$ cat src/rtl/instr_encoder.sv
// Instruction encoder: range/alignment-checks an immediate, packs it into its
// RISC-V format and writes the word to instruction memory at an auto-incrementing address.
package instr_encoder_pkg;
  localparam int DATA_SIZE = 32;
  localparam int INST_SIZE = 32;

  typedef enum logic [6:0] {
    LOADS    = 7'b0000011,
    ALC_I    = 7'b0010011,
    AUIPC    = 7'b0010111,
    STORES   = 7'b0100011,
    ALC_R    = 7'b0110011,
    LUI      = 7'b0110111,
    BRANCHES = 7'b1100011,
    JALR     = 7'b1100111,
    JAL      = 7'b1101111
  } t_opcode;

  localparam logic [1:0] ERR_NONE  = 2'b00;
  localparam logic [1:0] ERR_RANGE = 2'b01;
  localparam logic [1:0] ERR_ALIGN = 2'b10;
  localparam logic [1:0] ERR_OP    = 2'b11;

  typedef struct packed {
    logic [1:0]           err;
    logic [INST_SIZE-1:0] word;
  } enc_t;
endpackage

module instr_encoder
  import instr_encoder_pkg::*;
#(
  parameter int                    ADDR_WIDTH = 32,
  parameter logic [ADDR_WIDTH-1:0] BASE_ADDR  = ADDR_WIDTH'(32'h0000_0000)
) (
  input  logic                        i_clk,
  input  logic                        i_rst_n,
  input  logic                        i_valid,
  output logic                        o_ready,
  input  t_opcode                     i_op,
  input  logic [4:0]                  i_rd,
  input  logic [4:0]                  i_rs1,
  input  logic [4:0]                  i_rs2,
  input  logic [2:0]                  i_funct3,
  input  logic [6:0]                  i_funct7,
  input  logic signed [DATA_SIZE-1:0] i_immediate,
  input  logic                        i_start,
  output logic                        o_mem_we,
  output logic [ADDR_WIDTH-1:0]       o_mem_addr,
  output logic [INST_SIZE-1:0]        o_mem_wdata,
  input  logic                        i_mem_ack,
  output logic                        o_err,
  output logic [1:0]                  o_err_code,
  output logic [15:0]                 o_count
);

  typedef enum logic [1:0] {S_IDLE, S_CHECK, S_WRITE, S_ERR} state_t;

  state_t                  state_r, state_nxt;
  t_opcode                 op_r;
  logic [4:0]              rd_r, rs1_r, rs2_r;
  logic [2:0]              f3_r;
  logic [6:0]              f7_r;
  logic signed [31:0]      imm_r;
  logic                    ready_r, we_r, err_r;
  logic [ADDR_WIDTH-1:0]   addr_r;
  logic [INST_SIZE-1:0]    wdata_r;
  logic [1:0]              err_code_r;
  logic [15:0]             count_r;
  enc_t                    enc_s;

  function automatic logic in_range(input logic signed [31:0] v,
                                    input logic signed [31:0] lo,
                                    input logic signed [31:0] hi);
    return (v >= lo) && (v <= hi);
  endfunction

  // Error precedence: unsupported opcode, then range, then alignment.
  function automatic enc_t encode(input t_opcode op, input logic [4:0] rd,
                                  input logic [4:0] rs1, input logic [4:0] rs2,
                                  input logic [2:0] f3, input logic [6:0] f7,
                                  input logic signed [31:0] imm);
    enc_t e;
    e.err  = ERR_NONE;
    e.word = 32'h0000_0000;
    case (op)
      LOADS, JALR: begin
        e.word = {imm[11:0], rs1, f3, rd, op};
        if (!in_range(imm, -32'sd2048, 32'sd2047)) e.err = ERR_RANGE;
        else e.err = ERR_NONE;
      end
      STORES: begin
        e.word = {imm[11:5], rs2, rs1, f3, imm[4:0], op};
        if (!in_range(imm, -32'sd2048, 32'sd2047)) e.err = ERR_RANGE;
        else e.err = ERR_NONE;
      end
      ALC_I: begin
        if ((f3 == 3'b001) || (f3 == 3'b101)) begin
          e.word = {f7, imm[4:0], rs1, f3, rd, op};
          if (!in_range(imm, 32'sd0, 32'sd31)) e.err = ERR_RANGE;
          else e.err = ERR_NONE;
        end else begin
          e.word = {imm[11:0], rs1, f3, rd, op};
          if (!in_range(imm, -32'sd2048, 32'sd2047)) e.err = ERR_RANGE;
          else e.err = ERR_NONE;
        end
      end
      BRANCHES: begin
        e.word = {imm[12], imm[10:5], rs2, rs1, f3, imm[4:1], imm[11], op};
        if (!in_range(imm, -32'sd4096, 32'sd4094)) e.err = ERR_RANGE;
        else if (imm[0]) e.err = ERR_ALIGN;
        else e.err = ERR_NONE;
      end
      JAL: begin
        e.word = {imm[20], imm[10:1], imm[11], imm[19:12], rd, op};
        if (!in_range(imm, -32'sd1048576, 32'sd1048574)) e.err = ERR_RANGE;
        else if (imm[0]) e.err = ERR_ALIGN;
        else e.err = ERR_NONE;
      end
      LUI, AUIPC: begin
        e.word = {imm[31:12], rd, op};
        if (imm[11:0] != 12'h000) e.err = ERR_ALIGN;
        else e.err = ERR_NONE;
      end
      ALC_R: begin
        e.word = {f7, rs2, rs1, f3, rd, op};
        e.err  = ERR_NONE;
      end
      default: begin
        e.word = 32'h0000_0000;
        e.err  = ERR_OP;
      end
    endcase
    return e;
  endfunction

  // Encoder over the captured request.
  always_comb begin
    enc_s = encode(op_r, rd_r, rs1_r, rs2_r, f3_r, f7_r, imm_r);
  end

  // State register.
  always_ff @(posedge i_clk) begin
    if (!i_rst_n) state_r <= S_IDLE;
    else          state_r <= state_nxt;
  end

  // Next-state logic.
  always_comb begin
    state_nxt = state_r;
    case (state_r)
      S_IDLE: begin
        if (i_valid) state_nxt = S_CHECK;
        else         state_nxt = S_IDLE;
      end
      S_CHECK: begin
        if (enc_s.err != ERR_NONE) state_nxt = S_ERR;
        else                       state_nxt = S_WRITE;
      end
      S_WRITE: begin
        if (i_mem_ack) state_nxt = S_IDLE;
        else           state_nxt = S_WRITE;
      end
      S_ERR:   state_nxt = S_IDLE;
      default: state_nxt = S_IDLE;
    endcase
  end

  // Request capture and registered memory/status outputs.
  always_ff @(posedge i_clk) begin
    if (!i_rst_n) begin
      op_r       <= LOADS;
      rd_r       <= 5'd0;
      rs1_r      <= 5'd0;
      rs2_r      <= 5'd0;
      f3_r       <= 3'd0;
      f7_r       <= 7'd0;
      imm_r      <= 32'sd0;
      ready_r    <= 1'b1;
      we_r       <= 1'b0;
      err_r      <= 1'b0;
      addr_r     <= BASE_ADDR;
      wdata_r    <= 32'h0000_0000;
      err_code_r <= ERR_NONE;
      count_r    <= 16'd0;
    end else begin
      ready_r <= (state_nxt == S_IDLE);
      err_r   <= (state_nxt == S_ERR);
      case (state_r)
        S_IDLE: begin
          // A start on the accept edge still lands the write at BASE_ADDR.
          if (i_start) addr_r <= BASE_ADDR;
          if (i_valid) begin
            op_r  <= i_op;
            rd_r  <= i_rd;
            rs1_r <= i_rs1;
            rs2_r <= i_rs2;
            f3_r  <= i_funct3;
            f7_r  <= i_funct7;
            imm_r <= i_immediate;
          end
        end
        S_CHECK: begin
          if (enc_s.err != ERR_NONE) begin
            err_code_r <= enc_s.err;
          end else begin
            we_r    <= 1'b1;
            wdata_r <= enc_s.word;
          end
        end
        S_WRITE: begin
          if (i_mem_ack) begin
            we_r    <= 1'b0;
            addr_r  <= addr_r + ADDR_WIDTH'(32'd4);
            count_r <= count_r + 16'd1;
          end
        end
        default: begin
          we_r <= 1'b0;
        end
      endcase
    end
  end

  assign o_ready     = ready_r;
  assign o_mem_we    = we_r;
  assign o_mem_addr  = addr_r;
  assign o_mem_wdata = wdata_r;
  assign o_err       = err_r;
  assign o_err_code  = err_code_r;
  assign o_count     = count_r;

endmodule
$ cat config.mk
export PLATFORM = sky130hd
export DESIGN_NAME = instr_encoder
export DESIGN_NICKNAME = d
export VERILOG_FILES = /design/src/rtl/instr_encoder.sv
export SDC_FILE = /design/constraint.sdc
export NUM_CORES = 1
export LEC_CHECK = 0
export ABC_AREA = 1
export CORE_UTILIZATION = 54
export CTS_CLUSTER_DIAMETER = 40
export DETAILED_ROUTE_END_ITERATION = 8
export PLACE_DENSITY = 0.83
export SETUP_SLACK_MARGIN = 0.3
export SLEW_MARGIN = 20
export SYNTH_ARGS = -nofsm -noshare
export SYNTH_HDL_FRONTEND = slang
export SYNTH_SLANG_ARGS = --single-unit
$ cat constraint.sdc
create_clock -name i_clk -period 5.1 [get_ports i_clk]
set_input_delay 0.51 -clock i_clk [delete_from_list [all_inputs] [get_ports i_clk]]
set_output_delay 0.51 -clock i_clk [all_outputs]
set_load 0.1 [all_outputs]
# Word-level counts from Yosys, hierarchy flattened
# Cells that the tools add are included.
# totals
regBits,151
inputBits,69
output_inout_bits,85
wordCells,81
# classes
add_sub_neg,2
magnitude_cmp,8
eq_ne,18
muxes,18
bitwise,2
reduce_logical,18
# ops
operator,n
$pmux 34 s7,1
$mux 32,2
$pmux 32 s2,1
$mux 34,1
$add 32x3->32 const B,1
$ge 32x1->1 const B,1
$ge 32x12->1 const B,1
$ge 32x13->1 const B,1
$ge 32x21->1 const B,1
$le 32x12->1 const B,1
$le 32x13->1 const B,1
$le 32x21->1 const B,1
$le 32x6->1 const B,1
$eq 7x6->1 const B,3
$eq 7x7->1 const B,3
$add 16x1->16 const B,1
$eq 7x5->1 const B,2
$reduce_bool 12->1,1
$mux 2,5
$pmux 2 s4,1
$reduce_and 2->1,4
$eq 7x2->1 const B,1
$eq 2x2->1 const B,3
$mux 1,6
12 further kinds,22

# Longest topological paths before layout
# depth
word_depth,9
mapped_depth,16
depth_no_buf,16

# Worst setup path after synthesis
# No wires, ideal clock.
# synth_timing
path_type,register to register
from,"register addr_r[2], in the netlist o_mem_addr[2]"
to,"register addr_r[26], in the netlist o_mem_addr[26]"
setup_time_ps,132
t_arrival_ps,2565
required_ps,4968
slack_ps,2404
stages_incl_launch_ff,13
n_path_buf,0
synth_period_minus_slack_ps,2696
path_cell_list,dfxtp_1 ha_1 nand2_1 nor3_1 nand2_1 nor3_1 nand2_1 inv_1 nand2_1 inv_1 nand2_1 nor3b_1 nor3_1
# synth_between
elab_chain_len,3
# synth_lines
item,line_no,source
from (decl),66,logic [ADDR_WIDTH-1:0] addr_r;
from (signal assigned),214,addr_r <= addr_r + ADDR_WIDTH'(32'd4);
$add 32x3->32,214,
$mux 32,212,if (i_mem_ack) begin
$pmux 32 s2,189,case (state_r)
# Every way passes these cells. The select of a mux whose other input is x is not followed.
# A chain may end at the register's enable or synchronous reset.

# Worst setup path in the final report
# layout_timing
from,register op_r[1]
to,"register wdata_r[5], in the netlist o_mem_wdata[5]"
# layout_between
elab_chain_len,6
word_cells_on_any_way,15
classes_between,9 x eq/ne; 1 x mux; 1 x bitwise; 4 x reduce/logical
# layout_lines
item,line_no,source
from (decl),60,t_opcode op_r;
from (signal assigned),194,op_r <= i_op;
$eq 7x6->1 (tied with other cells),86,case (op)
$reduce_or 2->1,86,
$pmux 34 s7 *,86,
$reduce_bool 2->1,204,if (enc_s.err != ERR_NONE) begin
$not 1->1 (no line),-,
$reduce_and 2->1 (no line),-,
to (signal assigned),208,wdata_r <= enc_s.word;
to (decl),67,logic [INST_SIZE-1:0] wdata_r;
# Mark *: on every way between the ends. The rest lies on a longest branch, timed or not.

==> flow_summary.ini <==
[status]
status = complete, no violations

[setup_path]
crit_path_max_fanout = 31
worst-endpoint-required_ns = 5.41
startpoint_type = register
path_class = register to register
critPathArrivalTime_ns = 2.98
endpoint_kind = register

[detailed_routing]
drt_wl_total_um = 18400
drtIter0Drc = 649
dr_total_vias = 6974
viasPerCell = 5.35
ant_nets = 0
drc = 0
dr.pass1.iters = 5
wire_per_inst_um = 14.1

[cts]
numCtsBuffers = 17
cts_tree = yes
postCtsSetupRepairBufs = 0
cts_hold_buf = 0
cts.sinks = 149
clock_latency_ns = 0.42
post_cts_resized = 0
cts-root-buf = clkbuf_16
cts.path.max_buffers = 2
cts.clk_slew.worst_paths_ns = 0.06
cts_htree_levels = 4

[floorplan]
core.rowCount = 40
initial_core_util_pct = 56.1
die_area_um2 = 13000
num_io_pins = 154
die-height_um = 114
dieWidth_um = 114
core-area_um2 = 12100

[logic_synthesis]
ys_seq_area_share_pct = 43.9
ys_warn_count = 0
synth_top_family_by_area = simple AND/OR/NAND/NOR gates
yosys.area_share.simple_pct = 26.7
avgSynthCellArea_um2 = 6.87
synth_compound_area_share_pct = 19.5
synth_cell_types = 37
synthTopCellsByArea = dfxtp_1 44%, nor2_1 10%, o21ai_0 8.0%
yosysTopAreaCellShare_pct = 43.9
synth_seq_cells = 149
synth_top_area_cell = dfxtp_1
synthCells = 988
post-synth-top-count-cell = nor2_1
synthAdderAreaFrac_pct = 0.369
synth_edf_count = 0
async_flop_share_pct = 0
synth_common_cells = 188 x nor2_1, 149 x dfxtp_1, 145 x nand2_1
synth_area_um2 = 6790
synth_mux_area_share_pct = 0
yosys.area_share.xor_xnor_pct = 0.516
synth-main-ff-cell = dfxtp_1

[sta]
max_freq_mhz = 375
rsz0062_at_grt = false
period_minus_slack_ns = 2.67
fin_crit_sh_pct = 52.4
skew_ns = 0.00608
finalSetupViolCount = 0
final_hold_viol_count = 0
maxSlewViolCount = 0
slew_headroom_pct = 31.1
worst_pin_slew_ns = 1.03
setup_slack_ns = 2.43
finalSetupTns_ns = 0

[run]
cap_violations = 0

[finish]
drive_gt1_share_pct = 4.49
fill_cells = 1043
diodes = 0
final_area_um2 = 8950
fin_nets = 1194
areaGrowthSynthToFinish_pct = 31.8

[grt]
grt_pass1_wl_um = 29300
grt_overflow = 0
grt_pass1_vias = 6039
grt_usage_pct = 28.8
antenna_found_initial = 0
grt_max_degree = 110

[placed_design]
place_area_um2 = 8380
gp_congestion = 0.930
io_buffers = 151
hpwl_um = 13300
place_ws_ns = 2.37

[power_and_ir_drop]
power.density_nw_per_um2 = 420
leakage_nw = 3.38
peakVddDrop_mv = 0.308

[hold_path]
hold_path_class = register to register
placed cells by master (no fill, tap or decap), drive strengths merged, types with 2 or more instances in the layout:
master,netlist,final
clkbuf,28,22
nor2,192,192
nand2,149,149
xor2,4,4
o21ai,138,138
clkdlybuf4s50,0,150
a31oi,4,4
o221ai,8,8
nand4,12,12
a22oi,4,4
buf,11,4
conb,1,2
nor3,30,30
ha,2,2
nand3,36,36
nor4,7,7
clkinvlp,0,2
dfxtp,149,149
clkinv,1,6
nor3b,2,2
o22ai,4,4
inv,112,112
a21oi,84,84
o21a,5,5
bufinv,0,2
power by group:
| part | switching [mW] | internal [mW] | total, mW | leakage (nW) |
|---|---|---|---|---|
| Combinational | 0.813 | 0.309 | 1.12 | 1.89 |
| Clock | 0.474 | 0.740 | 1.21 | 0.276 |
| Sequential | 0.108 | 1.31 | 1.42 | 1.22 |
| Total | 1.40 | 2.36 | 3.76 | 3.38 |
per-layer routing:
layer,vias up,track usage [%],share of wire [%]
met5,-,0,0
met4,0,10.2,2.3
met3,32,6.83,7.3
met2,251,44.1,45
met1,3181,39.7,46
li1,3510,-,-
path summary, 6_finish.rpt:
kind | from | endpoint | slack, ns | depth (start not counted)
setup / recovery | op_r[1]$_SDFFE_PN1P_ | o_mem_wdata[5]$_SDFFE_PN0P_ | 2.43 | 13
hold / removal | f7_r[3]$_SDFFE_PN0P_ | f7_r[3]$_SDFFE_PN0P_ | 0.46 | 2
setup reg to reg | op_r[1]$_SDFFE_PN1P_ | o_mem_wdata[5]$_SDFFE_PN0P_ | 2.43 | 13
hold reg to reg | f7_r[3]$_SDFFE_PN0P_ | f7_r[3]$_SDFFE_PN0P_ | 0.46 | 2
stage by stage:
step	instances	util, %	hold WS [ns]	power (mW)
floorplan	989	-	0.424	2.25
global placement	1271	68.9	0.444	2.53
detailed placement	1272	69.2	0.450	2.55
CTS	1303	73.9	0.460	3.75
global route	1303	73.9	0.492	3.93
finish	1303	73.9	0.463	3.76
flip-flops by register name, indices dropped and copies added, names as in the netlist, 2 cells and up:
signal,flops
f3_r,3
f7_r,7
imm_r,32
o_count,16
o_err_code,2
o_mem_addr,30
o_mem_wdata,32
op_r,7
rd_r,5
rs1_r,5
rs2_r,5
state_r,2
critical path: stages, from the launching register on:
cell and delay (ns):
dfxtp_1 0.35, nand2_2 0.11, nor3_4 0.21, nand2_1 0.18, nand2_2 0.17, nor2_2 0.08
nand2_1 0.06, nand2_1 0.07, nor2_2 0.12, nand3_2 0.12, nor2_1 0.13, nand3_2 0.52
o21ai_1 0.39, nor2_1 0.06
layout make-up:
| type | instances | area (um^2) | area share (%) |
|---|---|---|---|
| clock inverter | 9 | 104 | 1.16 |
| sequential | 149 | 2980 | 33.3 |
| multi-input combinational | 688 | 3210 | 35.9 |
| inverter | 113 | 424 | 4.74 |
| clock buffer | 22 | 464 | 5.19 |
| tap | 168 | 210 | 2.35 |
| timing repair buffer | 154 | 1550 | 17.3 |
cells by family (layout without fill, tap and decap cells):
group,count (synthesis),after routing
and+or+nand+nor,430,430
adders and majority gates,2,2
other,1,2
buffers and inverters,152,298
AOI/OAI and AO/OA,250,250
DFF,149,149
xor gates and xnor gates,4,4
(Power assumes the default switching activity.)
